`config.mk`:
```
export PLATFORM = sky130hd
export DESIGN_NAME = pe_row8
export DESIGN_NICKNAME = d
export VERILOG_FILES = /design/src/rtl/definition.sv /design/src/rtl/pe_mac.sv /design/src/rtl/pe_row8.sv
export SDC_FILE = /design/constraint.sdc
export NUM_CORES = 1
export LEC_CHECK = 0
export BUFFER_PORTS_ARGS = -buffer_cell sky130_fd_sc_hd__buf_2
export CAP_MARGIN = 20
export CORE_UTILIZATION = 55
export DETAILED_ROUTE_END_ITERATION = 8
export PLACE_DENSITY = 0.75
export SYNTH_ARGS = -nofsm -noshare
export SYNTH_HDL_FRONTEND = slang
export SYNTH_SLANG_ARGS = --single-unit
```
`constraint.sdc`:
```
create_clock -name clk -period 5.83 [get_ports clk]
set_input_delay 1.749 -clock clk [delete_from_list [all_inputs] [get_ports clk]]
set_output_delay 1.749 -clock clk [all_outputs]
set_load 0.03 [all_outputs]
```
`src/rtl/definition.sv`:
```
// Shared definitions for the PE array.
//   width : operand width of the activation/filter streams; psums are 2*width.
package definition;
  localparam int width = 8;
endpackage

```
`src/rtl/pe_mac.sv`:
```
// pe_mac: one processing element of a PE row. It is a registered adder
// that adds the row-broadcast product to the upstream partial sum.
// Ports:
//   clk    : clock, rising edge
//   rstn   : synchronous active-low clear (wins over en)
//   en     : hold when low
//   i_prod : broadcast product r_q*f_q
//   i_psum : partial sum from the previous PE (0 for PE0)
//   o_psum : registered partial sum to the next PE
module pe_mac #(
  parameter int pw = 2 * definition::width
) (
  input  logic          clk,
  input  logic          rstn,
  input  logic          en,
  input  logic [pw-1:0] i_prod,
  input  logic [pw-1:0] i_psum,
  output logic [pw-1:0] o_psum
);

  // The sum wraps modulo 2^pw; the row has no carry-out.
  always_ff @(posedge clk) begin
    if (!rstn)   o_psum <= '0;
    else if (en) o_psum <= i_psum + i_prod;
  end

endmodule

```
`src/rtl/pe_row8.sv`:
```
// pe_row8: a row of 8 MAC PEs. Registered i_r/i_f are multiplied once and
// broadcast to every PE. Partial sums ripple PE0 -> PE7, one PE per cycle, so
// o_psum is the moving sum of the last 8 sampled products.
// Ports:
//   clk    : clock, rising edge
//   rstn   : synchronous active-low reset (clears inputs regs and all PEs)
//   en     : global enable; all registers hold when low
//   i_r    : activation operand, unsigned
//   i_f    : filter operand, unsigned
//   o_psum : row partial sum taken straight from the PE7 register
module pe_row8 #(
  parameter int width = definition::width
) (
  input  logic               clk,
  input  logic               rstn,
  input  logic               en,
  input  logic [width-1:0]   i_r,
  input  logic [width-1:0]   i_f,
  output logic [2*width-1:0] o_psum
);

  localparam int N_PE = 8;
  localparam int PW   = 2 * width;

  logic [width-1:0]         r_q, f_q;
  logic [PW-1:0]            prod;
  logic [N_PE:0][PW-1:0]    chain;

  // Input stage. Because this register is gated by en, X on the inputs while
  // en is low never reaches the datapath.
  always_ff @(posedge clk) begin
    if (!rstn) begin
      r_q <= '0;
      f_q <= '0;
    end else if (en) begin
      r_q <= i_r;
      f_q <= i_f;
    end
  end

  // A full-width product cannot overflow PW bits.
  assign prod     = PW'(r_q) * PW'(f_q);
  assign chain[0] = '0;

  generate
    for (genvar k = 0; k < N_PE; k++) begin : g_pe
      pe_mac #(.pw(PW)) u_pe (
        .clk    (clk),
        .rstn   (rstn),
        .en     (en),
        .i_prod (prod),
        .i_psum (chain[k]),
        .o_psum (chain[k+1])
      );
    end
  endgenerate

  assign o_psum = chain[N_PE];

endmodule

```
# == Word level (Yosys, flattened, before mapping) ==
# Cells that the tools add are included.
# word_totals
reg_bits,144
latchBits,0
ram_bits,0
romBits,0
input_bits,19
elab_cells,18
mem_count,0
# classes
add_sub_neg,7
n_mul,1
n_div,0
n_lt_le_gt_ge,0
eq_ne,0
n_shift,0
mux,0
bitwise,0
n_reduce_logical,0
# op_table
operator,n
adder 16 bit,7
multiplier 8 x 8 -> 16 bit,1

# == Longest topological paths before layout ==
# Gate-level depths: netlist of the first run.
# logic_depth
ltp_word,2
mapped_depth,25
depth_no_buf,25

# == Hierarchy ==
# A second synthesis of the first run with hierarchy kept.
# unflattened
cells_unflattened,1587
hier_area_um2,13524.2
# by_module_without_submodules
mod,instances,cells_per_inst,area_per_inst_um2,seq_area_each_um2
pe_mac at g_pe[1].u_pe ...,4,168,1368.8,320.3
pe_mac at g_pe[5].u_pe ...,3,152,1327.5,320.3
pe_row8,1,295,2726.4,320.3
pe_mac at g_pe[0].u_pe,1,164,1340.0,320.3

# == Worst setup path after synthesis of the first run ==
# No wires, ideal clock.
# synth_path
path_kind,flip-flop to flip-flop
from,register r_q[6]
to,register g_pe[6].u_pe.o_psum[15]
setup_time_ns,0.120
t_arrival_ns,5.754
t_required_ns,5.710
setup_slack_ns,-0.044
path_stages_with_launch,20
path_buffers,0
cell_sequence,dfxtp_1 -> and2_1 -> fa_1 -> inv_1 -> fa_1 -> fa_1 -> fa_1 -> inv_1 -> ha_1 -> a21o_1 -> a21oi_1 -> a31oi_1 -> a31o_1 -> xor2_1 -> ha_1 -> and3_1 -> a221oi_1 -> o21ai_0 -> and3_1 -> a211o_1
# synth_between
elab_chain_cells,2
# synth_lines
element,line,text
start: declaration,pe_row8.sv:25,"logic [width-1:0] r_q, f_q;"
start signal: assignment,pe_row8.sv:36,r_q <= i_r;
multiplier 8 x 8 -> 16 bit,pe_row8.sv:42,assign prod = PW'(r_q) * PW'(f_q);
via g_pe[0].u_pe.i_prod[12],pe_mac.sv:16,"input logic [pw-1:0] i_prod,"
adder 16 bit,pe_mac.sv:24,else if (en) o_psum <= i_psum + i_prod;
end signal: assignment,pe_mac.sv:24,
end: declaration,pe_mac.sv:18,output logic [pw-1:0] o_psum
# The timed path passes the listed nets, and every way through them passes these cells.
# A chain may end at the register's enable or synchronous reset.

# == Worst setup path in the final report of the first run ==
# layout_path
from,register r_q[5]
to,register g_pe[4].u_pe.o_psum[15]
# layout_between
elab_chain_cells,2
# layout_lines
element,line
multiplier 8 x 8 -> 16 bit,pe_row8.sv:42
via g_pe[0].u_pe.i_prod[14],pe_mac.sv:16
adder 16 bit,pe_mac.sv:24
end signal: assignment,pe_mac.sv:24
end: declaration,pe_mac.sv:18
# The timed path passes the listed nets, and every way through them passes these cells.

==> summary.txt, run 1 <==
Pwr
  • Pleak: ~0.0064 µW
  • Worst VDD drop: approximately 0.14 mV
  • PD cells: roughly 240 mW/mm²

Global routing
  • First-pass GRT wire length: between 40 and 50 mm
  • Largest net degree at the start of global routing: 79
  • GRT overflow: 0
  • Number of global-route vias before repair: ~9,700
  • Total track usage: approximately a quarter
  • Antenna violations before repair: 0

Synthesis
  • Synth area leader: dfxtp_1
  • EDFF count, synth: 0
  • Ranking of synthesized cells by area: dfxtp_1 25%, ha_1 16%, fa_1 7.5%
  • Syn Inst Count: 1,327
  • Post-synthesis sequential area ratio: about a quarter
  • Synthesized flop and latch total: ~140
  • Synth async-reset ratio: 0%
  • Mapped cell area: ~0.012 mm²
  • Top_reg_cell synth: dfxtp_1
  • Commonest cells post-synth: 165 x nor2_1, 148 x ha_1, 144 x dfxtp_1, 88 x a21oi_1
  • Yosys cell types: between 60 and 70
  • Avg Synthesized Cell Area: 8.685 µm²
  • Yosys warns: 0
  • Synthesized Nets: roughly 1,500
  • Post-synth top area share: 25.01%
  • Count leader, synth: nor2_1

Routing
  • DR iter-0 viols: 470
  • DRC Markers: 0
  • WL per Instance: 16.36 µm
  • Vias per inst: 5.724
  • DRT Pass-1 Iters: 4
  • Vias: 9,416
  • Antenna viol nets, final: 0
  • WL final: approximately 27 mm

Cells and area
  • Synth-to-Final Area Change: 12.75%
  • Antenna diodes: 0
  • Post-layout net count: roughly 1,600
  • Fin cells: roughly 1,600
  • Layout cell share with drive strength beyond 1: roughly 11%
  • Final Util: ~64%

Timing
  • Relative slew slack: a little over two fifths
  • Slew Limit Fails: 0
  • RSZ-0062 raised after global routing: true
  • Max Clock Freq: between 150 and 200 MHz
  • Skew final: roughly 0.011 ns
  • Tightest Pin Transition: a little under 0.9 ns
  • Crit share post-route: a little over nine tenths
  • Final Hold Fails: 0
  • Tmin final: about 5.7 ns
  • Final Setup Violations: 0

Setup path
  • Setup Crit Path Kind: reg2reg
  • R2r startpoint: r_q[5]
  • RR Endpoint: g_pe[4].u_pe.o_psum[15]
  • Setup crit end kind: flip-flop
  • Worst Path Required: ~6.1 ns
  • Worst setup SP type: flip-flop
  • Reg2Reg Setup Slack: roughly 0.12 ns
  • Worst r2r path cells: 25
  • Worst Path Arrival: between 6 and 7 ns
  • Crit-path max FO: 9

Job
  • Max-cap check violation count: 0

Die
  • Die area: about 0.022 mm²
  • Die height: 146.8 µm
  • Initial Util: between 50% and 60%
  • Die width: between 100 and 150 µm
  • Row cnt: 52
  • CORE AREA: 0.02036 mm²
  • I/O pins: 35

Hold path
  • Hold Path Class: reg2reg
  • Hold depth: 2
  • Hold endpoint: g_pe[1].u_pe.o_psum[15]
  • Hold_sp: g_pe[1].u_pe.o_psum[15]

Outcome
  • Outcome: finished, final reports clean

Clock network
  • H-tree depth: 4
  • Clk root buf: clkbuf_16
  • CTS tree: yes
  • Clock transition at path regs: around 0.070 ns
  • Total CTS buffers: 17
  • Clock Sinks: between 100 and 150
  • Clock Latency Late Sink: 0.44 ns
  • CTS Buffer Depth: 2

Placed design
  • GPL Wtd Cong: ~0.82
  • Placed Cells: 1,609
  • PortBufs: 34
  • Post-DP HPWL: between 15 and 20 mm
[what timing repair did]
item,4_1_cts,5_1_grt
hold buffers,0,0
setup endpoints to repair,5,22
buffers inserted,0,4
resized for setup,3,45
pin swaps,0,4
[metal layers]
metal | part of all wire (%) | GRT usage, % | wire length, µm | up-vias
li1 | - | - | - | 4707
met1 | 44 | 29.42 | 11860 | 4519
met2 | 51 | 46.99 | 13640 | 135
met3 | 2.4 | 4.068 | 654 | 55
met4 | 2.8 | 10.83 | 753 | 0
met5 | 0 | 0 | 0 | -
[final cells by class]
type	instances	area (µm²)
Tap cell	270	337.8
Clock buffer	19	452.9
Inverter	73	275.3
Sequential cell	144	2889
Multi-Input combinational cell	1059	8371
Fill cell	1695	7371
Clock inverter	13	232.7
Timing Repair Buffer	67	435.4
[worst max-delay path, stage by stage, from the launching register on]
cell	delay [ns]
dfxtp_4	0.37
and2_1	0.18
fa_1	0.54
inv_1	0.06
fa_1	0.54
inv_1	0.05
fa_1	0.48
inv_1	0.05
fa_1	0.48
inv_1	0.07
ha_4	0.29
o21ai_1	0.07
nand2b_1	0.09
a21oi_1	0.09
a31oi_2	0.22
a31o_1	0.27
a311oi_2	0.15
xnor2_2	0.46
ha_4	0.29
nand2_1	0.11
nor2_1	0.06
a211oi_2	0.23
o31ai_2	0.12
xnor2_1	0.14
mux2i_1	0.13
nor2_1	0.05
[state kept, by name, summed over array words and instances (netlist names)]
signal	cells
g_pe.u_pe.o_psum	128
f_q	8
r_q	8
[cells in the final DEF, fill, tap and decap left out, drive strengths merged, types with 6 or more instances in the layout]
| master | instances |
|---|---|
| nor2 | 165 |
| ha | 148 |
| dfxtp | 144 |
| a21oi | 88 |
| nand2 | 77 |
| mux2i | 77 |
| inv | 73 |
| o21ai | 69 |
| buf | 67 |
| xnor2 | 63 |
| and2 | 58 |
| a21o | 45 |
| fa | 43 |
| xor2 | 33 |
| a211oi | 31 |
| clkbuf | 19 |
| nor3 | 15 |
| nand3 | 15 |
| o21bai | 14 |
| nand2b | 13 |
| o21a | 12 |
| nand4 | 10 |
| a31oi | 8 |
| bufinv | 6 |
| o31ai | 6 |
| clkinv | 6 |
[kinds of logic after synthesis]
family	after synthesis	synth area share, %
compound gates	315	17.61
xor+xnor	96	7.296
fa+ha+maj	191	23.54
buf+inv	124	4.560
flops	144	25.01
mux	77	6.688
simple gates	380	15.30
[worst max path at each step]
stage,from,to,slack (ns),cells after the start
floorplan,r_q[5],g_pe[6].u_pe.o_psum[15],0.20,24
global placement,r_q[5],g_pe[4].u_pe.o_psum[15],0.003,25
detailed placement,r_q[5],g_pe[4].u_pe.o_psum[15],-0.19,25
CTS,r_q[5],g_pe[4].u_pe.o_psum[15],-0.06,25
global route,f_q[5],g_pe[4].u_pe.o_psum[15],-0.1,21
finish,r_q[5],g_pe[4].u_pe.o_psum[15],0.12,25
[where the power goes]
part / internal, µW / switching [µW] / total (µW) / leakage (µW)
registers: 1050 / 52.1 / 1110 / 0.00118
logic: 307 / 424 / 731 / 0.00490
clock network: 827 / 460 / 1290 / 0.000334
[stage by stage]
step / cell area, µm² / setup TNS, ns / total power [µW] / setup slack, ns / hold slack, ns
global route: 12990 / -0.3555 / 3262 / -0.09960 / 0.4805
floorplan: 11530 / 0 / 1661 / 0.2025 / 0.4263
global placement: 12020 / 0 / 1798 / 0.002750 / 0.4329
CTS: 12720 / -0.08312 / 3105 / -0.05517 / 0.4604
finish: 12990 / 0 / 3125 / 0.1178 / 0.4575
detailed placement: 12020 / -0.5115 / 1820 / -0.1917 / 0.4501
No activity file was read; power rests on OpenSTA's default activity.
==> run 2, diff against run 1 <==
- CORE_MARGIN: not set -> 2
==> run 2 against run 1 <==
  * Final cell count grew 0.67%
  * Design area grew 1.2%
  * Routed wire length grew 2.7%
  * Sequential share of layout area shrank 0.26 points
  * Worst setup slack gained 0.0071 ns
  * Die area grew 2.7%
  * Worst hold slack gained 0.0031 ns
  * Critical path type unchanged
  * Highest routed layer unchanged
==> summary.txt, run 2 (synthesis gave the netlist of run 1 again) <==
Outcome
  • Outcome: finished, final reports clean

Hold path
  • Hold endpoint: g_pe[1].u_pe.o_psum[15]
  • Hold depth: 2 (unchanged)
  • Hold_sp: g_pe[1].u_pe.o_psum[15]
  • Hold Path Class: reg2reg

Die
  • Die height: 148.8 µm (+1.4%)
  • Die width: 148.8 µm (+1.4%)
  • Initial Util: 56.41% (-0.18 points)
  • Row cnt: 52 (unchanged)
  • CORE AREA: 0.02043 mm² (+0.32%)
  • Die area: 0.02213 mm² (+2.7%)
  • I/O pins: 35 (unchanged)

Cells and area
  • Antenna diodes: 0 (unchanged)
  • Post-layout net count: 1,584 (+0.76%)
  • Most frequent cells in the layout: 163 x nor2_1, 140 x dfxtp_1, 138 x ha_1
  • Cell area after layout: 0.01316 mm² (+1.2%)
  • Most flops, register: g_pe.u_pe.o_psum
  • Top flop regs: g_pe.u_pe.o_psum x128, f_q x8, r_q x8
  • Max FFs per register: 128 (unchanged)
  • Commonest non-fill, non-tap cell in the layout: nor2_1
  • Synth-to-Final Area Change: 14.15%
  • Fin cells: 1,656 (+0.67%)
  • Layout cell share with drive strength beyond 1: 11.98% (+0.92 points)

Pwr
  • Pleak: 0.006479 µW (+1.1%)
  • Worst VDD drop: 0.1497 mV (+7.1%)
  • Total Power: 3218 µW (+3.0%)
  • PD cells: 244.7 mW/mm² (+1.7%)

Clock network
  • CTS Buffer Depth: 2 (unchanged)
  • CTS tree: yes
  • Clock Latency Late Sink: 0.43 ns (about the same)
  • Hold bufs inserted after CTS: 0 (unchanged)
  • Clock transition at path regs: 0.06 ns (about the same)
  • Total CTS buffers: 17 (unchanged)
  • Clk root buf: clkbuf_16
  • Clock Sinks: 144 (unchanged)
  • H-tree depth: 4 (unchanged)

Setup path
  • RR Endpoint: g_pe[3].u_pe.o_psum[15]
  • Crit-path max FO: 8 (-1)
  • Worst Path Arrival: 6.03 ns (about the same)
  • Worst Path Required: 6.15 ns (about the same)
  • Setup crit end kind: flip-flop
  • Slowest library cell on the worst path: fa_1
  • Reg2Reg Setup Slack: 0.12 ns (about the same)
  • R2r startpoint: r_q[6]
  • Worst r2r path cells: 23 (-8.0%)
  • Worst setup SP type: flip-flop
  • Most frequent CP cell: fa_1
  • CP cell instances: buf_4 > and2_1 > fa_1 > fa_1 > fa_1 > inv_1 > fa_1 > inv_1 > ha_1 > nand2_1 > a211o_1 > a21oi_2 > nor2_1 > o21bai_1 > a21oi_1 > xnor2_1 > buf_4 > buf_4 > ha_1 > a21o_1 > a21oi_1 > nand3_1 > a32o_1
  • Max incr delay on CP: 0.52 ns (-0.02 ns)
  • Setup Crit Path Kind: reg2reg

Placed design
  • Place WS: -0.1516 ns (+0.04013 ns)
  • Placed Area: 0.01204 mm² (+0.19%)
  • Placed Cells: 1,612 (+0.19%)
  • PortBufs: 34 (unchanged)
  • Post-DP HPWL: 19.59 mm (+1.9%)
  • GPL Wtd Cong: 0.8815 (+7.0%)

Timing
  • Tightest Pin Transition: 0.9637 ns (+0.09248 ns)
  • Crit share post-route: 97.86% (-0.12 points)
  • Final worst slack: 0.1250 ns (+0.007135 ns)
  • Max Clock Freq: 175.3 MHz (+0.13%)
  • Slew Limit Fails: 0 (unchanged)
  • Tmin final: 5.705 ns (-0.007135 ns)
  • Final Hold Fails: 0 (unchanged)
  • Skew final: 0.01127 ns (-0.0001304 ns)
  • Relative slew slack: 35.75% (-6.2 points)
  • Final Setup Violations: 0 (unchanged)

Global routing
  • Largest net degree at the start of global routing: 73 (-7.6%)
  • GRT overflow: 0 (unchanged)
  • Antenna violations before repair: 0 (unchanged)
  • Total track usage: 25.20% (-0.45 points)
  • GR Util met2: 45.93% (-1.1 points)
  • Number of global-route vias before repair: 9,804 (+1.3%)
  • Met1 usage: 29.25% (-0.17 points)
  • Busiest layer in global routing: met2
  • First-pass GRT wire length: 45.40 mm (+1.7%)
  • GR Layer Usage met3: 4.281% (+0.21 points)

Routing
  • DRT Pass-1 Iters: 5 (+1)
  • DRC Markers: 0 (unchanged)
  • WL final: 27.64 mm (+2.7%)
  • Antenna viol nets, final: 0 (unchanged)
  • Vias per inst: 5.794 (+1.2%)
  • Vias: 9,595 (+1.9%)
  • WL per Instance: 16.69 µm (+2.0%)
  • DR iter-0 viols: 449 (-4.5%)

Job
  • Max-cap check violation count: 0 (unchanged)
[run 2: metrics by stage]
stage / setup TNS (ns) / utilization [%] / hold slack, ns
after global routing: -0.4419 / 64.39 / 0.4874
final: 0 / 64.39 / 0.4606
after global placement: 0 / 58.93 / 0.4348
after floorplan: 0 / - / 0.4263
after CTS: -0.02831 / 62.66 / 0.4603
after detailed placement: -0.3932 / 58.93 / 0.4453
[run 2: worst max path at each step]
stage / from / endpoint / slack [ns] / depth (start not counted)
finish: r_q[6] / g_pe[3].u_pe.o_psum[15] / 0.12 / 23
global route: r_q[6] / g_pe[2].u_pe.o_psum[15] / -0.08 / 23
CTS: r_q[5] / g_pe[4].u_pe.o_psum[15] / -0.03 / 25
detailed placement: r_q[5] / g_pe[4].u_pe.o_psum[15] / -0.15 / 25
global placement: r_q[5] / g_pe[4].u_pe.o_psum[15] / 0.01 / 25
floorplan: r_q[5] / g_pe[6].u_pe.o_psum[15] / 0.20 / 24
[run 2: final cells by class]
class                   instances  area, µm²
clock inverters                10      254.0
flip-flops and latches        144       2890
well taps                     270      337.8
inverters                      73      275.3
repair buffers                 79      518.0
multi-input cells            1059       8409
clock buffers                  21      470.5
fillers                      1626       7274
[run 2: critical path, delay by kind of cell, from the launching register on]
family | cells | cell delay [ns]
compound gates | 7 | 1.35
simple gates | 4 | 0.43
xor+xnor | 1 | 0.25
fa+ha+maj | 6 | 2.66
buf+inv | 5 | 0.60
flops | 1 | 0.31
[run 2: report_power, final]
group / switching [µW] / total [µW] / internal [µW] / leakage (µW)
Combinational: 436 / 753 / 316 / 0.00495
Sequential: 51.0 / 1110 / 1050 / 0.00118
Clock: 439 / 1360 / 921 / 0.000353
Total: 926 / 3220 / 2290 / 0.00648
[run 2: layer usage]
layer	routed length, µm	vias up
met5	0	-
met4	793	0
met3	1073	65
met2	14130	200
met1	11650	4599
li1	-	4731
[run 2: repair_timing]
item | 4_1_cts | 5_1_grt
setup buffers | 0 | 13
setup endpoints to repair | 5 | 25
resized for setup | 5 | 49
endpoints found under the hold margin | 0 | 0
pin swaps | 0 | 21
